## src/rtl/ps2_keys_pkg.sv

```systemverilog
// ps2_keys_pkg -- shared constants for the PS/2 key tracker.
//   Scan-code bytes (prefixes, special codes, the eight tracked keys),
//   key bit indices into keys_held, the prefix FSM state type and the
//   default prefix timeout.
package ps2_keys_pkg;

    // Prefix and special bytes
    localparam logic [7:0] SC_E0 = 8'hE0;  // extended prefix
    localparam logic [7:0] SC_F0 = 8'hF0;  // break prefix
    localparam logic [7:0] SC_E1 = 8'hE1;  // Pause lead-in, treated as unmapped
    localparam logic [7:0] SC_AA = 8'hAA;  // BAT complete, treated as unmapped

    // Non-extended key codes
    localparam logic [7:0] SC_W     = 8'h1D;
    localparam logic [7:0] SC_A     = 8'h1C;
    localparam logic [7:0] SC_S     = 8'h1B;
    localparam logic [7:0] SC_D     = 8'h23;
    // Extended (E0-prefixed) key codes
    localparam logic [7:0] SC_UP    = 8'h75;
    localparam logic [7:0] SC_LEFT  = 8'h6B;
    localparam logic [7:0] SC_DOWN  = 8'h72;
    localparam logic [7:0] SC_RIGHT = 8'h74;

    // Bit positions in keys_held / key_press / key_release
    localparam logic [2:0] KEY_W     = 3'd0;
    localparam logic [2:0] KEY_A     = 3'd1;
    localparam logic [2:0] KEY_S     = 3'd2;
    localparam logic [2:0] KEY_D     = 3'd3;
    localparam logic [2:0] KEY_UP    = 3'd4;
    localparam logic [2:0] KEY_LEFT  = 3'd5;
    localparam logic [2:0] KEY_DOWN  = 3'd6;
    localparam logic [2:0] KEY_RIGHT = 3'd7;

    typedef enum logic [1:0] {
        ST_IDLE,
        ST_EXT,
        ST_BRK,
        ST_EXT_BRK
    } ps2_state_e;

    // 50 ms at 50 MHz
    localparam int unsigned TIMEOUT_CYCLES_DEF = 2500000;

endpackage

```

## src/rtl/ps2_scan_lut.sv

```systemverilog
// ps2_scan_lut -- combinational scan-code to key-index lookup.
//   code_i : final scan byte
//   ext_i  : 1 when the byte was preceded by E0
//   hit_o  : 1 when (code_i, ext_i) is one of the tracked keys
//   idx_o  : key bit index, valid when hit_o = 1
module ps2_scan_lut
    import ps2_keys_pkg::*;
(
    input  logic [7:0] code_i,
    input  logic       ext_i,
    output logic       hit_o,
    output logic [2:0] idx_o
);

    always_comb begin
        hit_o = 1'b0;
        idx_o = 3'd0;
        if (!ext_i) begin
            case (code_i)
                SC_W:    begin hit_o = 1'b1; idx_o = KEY_W; end
                SC_A:    begin hit_o = 1'b1; idx_o = KEY_A; end
                SC_S:    begin hit_o = 1'b1; idx_o = KEY_S; end
                SC_D:    begin hit_o = 1'b1; idx_o = KEY_D; end
                default: ;
            endcase
        end else begin
            case (code_i)
                SC_UP:    begin hit_o = 1'b1; idx_o = KEY_UP;    end
                SC_LEFT:  begin hit_o = 1'b1; idx_o = KEY_LEFT;  end
                SC_DOWN:  begin hit_o = 1'b1; idx_o = KEY_DOWN;  end
                SC_RIGHT: begin hit_o = 1'b1; idx_o = KEY_RIGHT; end
                default: ;
            endcase
        end
    end

endmodule

```

## src/rtl/ps2_key_tracker.sv

```systemverilog
// ps2_key_tracker -- tracks held state of eight PS/2 keys (WASD + arrows).
//   clk, rst_n   : clock, asynchronous active-low reset
//   keycode      : receiver window, only [7:0] (newest byte) is used
//   kc_valid     : one-cycle strobe for a new byte
//   keys_held    : level, one bit per tracked key
//   key_press    : one-cycle pulse on a held bit rising
//   key_release  : one-cycle pulse on a held bit falling
//   seq_err      : one-cycle pulse on prefix timeout or F0-then-E0 order
module ps2_key_tracker
    import ps2_keys_pkg::*;
#(
    parameter int unsigned TIMEOUT_CYCLES = TIMEOUT_CYCLES_DEF
) (
    input  logic        clk,
    input  logic        rst_n,
    input  logic [15:0] keycode,
    input  logic        kc_valid,
    output logic [7:0]  keys_held,
    output logic [7:0]  key_press,
    output logic [7:0]  key_release,
    output logic        seq_err
);

    localparam int unsigned CW = $clog2(TIMEOUT_CYCLES + 1);
    localparam logic [CW-1:0] TMO_LOAD = CW'(TIMEOUT_CYCLES - 1);

    ps2_state_e    state_q;
    logic [CW-1:0] tmo_q;
    logic [7:0]    held_q, press_q, rel_q;
    logic          err_q;

    logic [7:0] code;
    logic       ext_pend, brk_pend;
    logic       lut_hit;
    logic [2:0] lut_idx;
    logic [7:0] unused_hi;

    assign code      = keycode[7:0];
    assign unused_hi = keycode[15:8];
    assign ext_pend  = (state_q == ST_EXT) || (state_q == ST_EXT_BRK);
    assign brk_pend  = (state_q == ST_BRK) || (state_q == ST_EXT_BRK);

    ps2_scan_lut u_lut (
        .code_i (code),
        .ext_i  (ext_pend),
        .hit_o  (lut_hit),
        .idx_o  (lut_idx)
    );

    always_ff @(posedge clk or negedge rst_n) begin
        if (!rst_n) begin
            state_q <= ST_IDLE;
            tmo_q   <= '0;
            held_q  <= '0;
            press_q <= '0;
            rel_q   <= '0;
            err_q   <= 1'b0;
        end else begin
            press_q <= '0;
            rel_q   <= '0;
            err_q   <= 1'b0;
            if (kc_valid) begin
                if (code == SC_E0) begin
                    // E0 always (re)starts an extended sequence; only after F0 is it out of order
                    state_q <= ST_EXT;
                    tmo_q   <= TMO_LOAD;
                    err_q   <= (state_q == ST_BRK);
                end else if (code == SC_F0 && state_q == ST_IDLE) begin
                    state_q <= ST_BRK;
                    tmo_q   <= TMO_LOAD;
                end else if (code == SC_F0 && state_q == ST_EXT) begin
                    state_q <= ST_EXT_BRK;
                    tmo_q   <= TMO_LOAD;
                end else begin
                    // Final byte (a second F0 lands here too and misses the LUT)
                    state_q <= ST_IDLE;
                    tmo_q   <= '0;
                    if (lut_hit) begin
                        // Only real transitions pulse: repeats and stray breaks are dropped
                        if (brk_pend && held_q[lut_idx]) begin
                            held_q[lut_idx] <= 1'b0;
                            rel_q[lut_idx]  <= 1'b1;
                        end else if (!brk_pend && !held_q[lut_idx]) begin
                            held_q[lut_idx]  <= 1'b1;
                            press_q[lut_idx] <= 1'b1;
                        end
                    end
                end
            end else if (state_q != ST_IDLE) begin
                // A byte arriving on the zero cycle wins over the timeout
                if (tmo_q == '0) begin
                    state_q <= ST_IDLE;
                    err_q   <= 1'b1;
                end else begin
                    tmo_q <= tmo_q - CW'(1);
                end
            end
        end
    end

    assign keys_held   = held_q;
    assign key_press   = press_q;
    assign key_release = rel_q;
    assign seq_err     = err_q;

endmodule
```

## config.mk

```make
export PLATFORM = sky130hd
export DESIGN_NAME = ps2_key_tracker
export DESIGN_NICKNAME = d
export VERILOG_FILES = /design/src/rtl/ps2_keys_pkg.sv /design/src/rtl/ps2_scan_lut.sv /design/src/rtl/ps2_key_tracker.sv
export SDC_FILE = /design/constraint.sdc
export NUM_CORES = 1
export LEC_CHECK = 0
export CORE_UTILIZATION = 57
export DETAILED_ROUTE_END_ITERATION = 12
export HOLD_SLACK_MARGIN = 0.08
export PLACE_DENSITY = 0.95
export SYNTH_ARGS = -nofsm -noshare
export SYNTH_HDL_FRONTEND = slang
export SYNTH_HIERARCHICAL = 1
export SYNTH_SLANG_ARGS = --single-unit
```

## constraint.sdc

```tcl
create_clock -name clk -period 8.48 [get_ports clk]
set_clock_uncertainty 0.05 [all_clocks]
set_input_delay 1.696 -clock clk [delete_from_list [all_inputs] [get_ports clk]]
set_output_delay 1.696 -clock clk [all_outputs]
set_load 0.05 [all_outputs]
```

==> results.toml <==
[status]
status = "finished, final reports clean"

[clock_tree]
cts_buffers = 5
cts_hold_buf = 0
cts_tree = "built"
cts-root-buf = "clkbuf_8"
path_clk_slew_ps = 90
h-tree-depth = 2
postCtsSetupBuffers = 0
clock_path_buffers = 2
cts.sinks = 49
clock_latency_ps = 310
cts.repair.resized = 0

[sta]
rsz0062_at_grt = "no"
min_period_over_period_pct = 60.6
report.final.slew_viol_count = 0
max_freq_mhz = 195
tightest_slew_ps = 1050
hold_violations = 0
setup_violations = 0
maxSlewHeadroom_pct = 29.7
finalCriticalPeriod_ps = 5140
tns_ps = 0

[synth]
yosysTopAreaCellShare_pct = 46.9
yosysSeqAreaShare_pct = 46.9
ys_types = 49
synthTopCellsByArea = "dfrtp_1 (47%), nor2_1 (4.5%), nor4_1 (4.3%)"
syn_nets = 293
post-synth-top-area-cell = "dfrtp_1"
synth_edf_count = 0
synth_top_flop_cell = "dfrtp_1"
synth-xor-area-share_pct = 6.37
synth_area_per_cell_um2 = 9.64
synth_fa_ha_area_share_pct = 1.44
synthSimpleGateAreaFrac_pct = 25.5
yosysMostFrequentCell = "dfrtp_1"
yosys_warnings = 6
synth_mux_area_share_pct = 4.50
synthCells = 271
synth_top_family_by_area = "simple AND/OR/NAND/NOR gates"
ys_top_cells_by_count = "dfrtp_1 (49), nor2_1 (31), nor4_1 (18), a21oi_1 (16), nor3_1 (13)"
synth_compound_area_share_pct = 10.8
synth_async_sr_flop_share_pct = 100
ys_ff_latch = 49
synth_area_um2 = 2610

[job]
cap_violations = 0

[floorplan]
core_area_um2 = 4380
dieArea_um2 = 4860
die_h_um = 69.7
ios = 44
die_width_um = 69.7
initial_utilization_pct = 59.6
rows = 24

[grt]
grt_pass1_vias = 2091
grt.overflow.total = 0
antenna_found_initial = 0
grt_usage_pct = 25.0
grt_pass1_wl_um = 9640
grt_start_max_net_pins = 50

[critical_path]
cp_max_fo = 10
regToRegStartpoint = "state_q[0]"
cp-end-kind = "register"
critPathKind = "in -> reg"
crit_path_start = "keycode[4]"
ff2ff_setup_slack_ps = 5070
cp-start-kind = "primary input"
cp.arrival_ps = 5290
required_ps = 8630
rr_worst_depth = 10

[power]
swShare_pct = 24.3
intPower_mw = 0.378
clock_power_share_pct = 39.8
ir_worst_vdd_mv = 0.0758
sequentialPowerShare_pct = 48.9
combPwrFrac_pct = 11.3
total_power_mw = 0.499
power_switching_mw = 0.121
leakage_nw = 1.26
powerDensity_nw_per_um2 = 161

[detailed_routing]
num_vias = 2226
drcViolationCount = 0
drt_iter0_markers = 213
via_per_inst = 6.32
first_pass_iters = 4
drtAntennaViolNets = 0
wire_per_inst_um = 15.8
drt_wl_total_um = 5570

[layout]
nets = 321
antenna_cells = 0
drive_above_1_share_pct = 9.00
fillers = 315
multi_input_area_um2 = 1270
area_delta_synth_final_pct = 18.8
regArea_um2 = 1230
design_area_um2 = 3100

[place]
gp_congestion = 0.863
post_dp_cell_area_um2 = 2970
portBuffers = 35
dp_hpwl_um = 3760

[min_path]
min_path_type = "reg -> reg"
## placed cells by master, fill, tap and decap left out, drive strengths merged, types with 6 or more instances in the layout
master / Yosys / layout
dfrtp: 49 / 49
nand2b: 6 / 6
nand4: 10 / 10
nor4: 18 / 18
xnor2: 11 / 11
xor2: 8 / 8
nor2: 31 / 31
clkdlybuf4s50: 0 / 34
inv: 12 / 13
a21oi: 16 / 16
nand3: 7 / 7
mux2: 6 / 6
nor3: 14 / 14
nand2: 10 / 10
## through the flow
| stage | util, % | setup WS (ps) | cells | hold WS (ps) |
|---|---|---|---|---|
| floorplan | - | 4030 | 271 | 460 |
| global placement | 67.7 | 3220 | 344 | 469 |
| detailed placement | 67.7 | 3090 | 344 | 468 |
| CTS | 70.8 | 3400 | 352 | 489 |
| global route | 70.8 | 2930 | 352 | 514 |
| finish | 70.8 | 3340 | 352 | 488 |
## power groups by stage
| stage | Clock (mW) | Combinational, mW | Sequential [mW] |
|---|---|---|---|
| after floorplan | 0 | 0.0328 | 0.251 |
| after global placement | 0 | 0.0536 | 0.248 |
| after detailed placement | 0 | 0.0553 | 0.248 |
| after CTS | 0.201 | 0.0558 | 0.244 |
| after global routing | 0.210 | 0.0622 | 0.245 |
| final | 0.199 | 0.0564 | 0.244 |
## how the worst min path moves through the flow
stage,from,endpoint,slack (ps),depth (start not counted)
after global placement,register,register,470,1
final,register,register,490,1
after global routing,register,register,510,1
after detailed placement,register,register,470,1
after floorplan,tmo_q[19],tmo_q[19],460,2
after CTS,register,register,490,1
## critical path, cell delays in order
cell and delay, ps:
clkdlybuf4s50_1 650, or3b_4 450, o31ai_1 430, nand2b_1 380, o22a_1 210, nor2_1 40
a211oi_1 280, ha_1 340, nand2b_1 230, nor3_1 220, mux2_2 360
## cell families after synthesis
| family | count (synthesis) |
|---|---|
| AND/OR/NAND/NOR | 117 |
| flip-flops | 49 |
| AO/OA/AOI/OAI | 44 |
| buffers and inverters | 28 |
| XOR/XNOR | 19 |
| multiplexers | 11 |
| adder cells (fa/ha/maj) | 3 |
## cell type report
type,instances,share of cell area [%]
multi-input combinational,194,40.9
tap,52,2.10
clock buffer,5,2.22
timing repair buffer,37,11.6
clock inverter,3,2.22
inverter,12,1.45
sequential,49,39.5
## metal layers
| metal | part of all wire, % | up-vias | track usage (%) |
|---|---|---|---|
| met2 | 47 | 86 | 37.0 |
| met1 | 45 | 1081 | 35.8 |
| li1 | - | 1046 | - |
| met3 | 5.9 | 13 | 5.52 |
| met4 | 2.6 | 0 | 10.2 |
| met5 | 0 | - | 0 |
(Power assumes the default switching activity.)
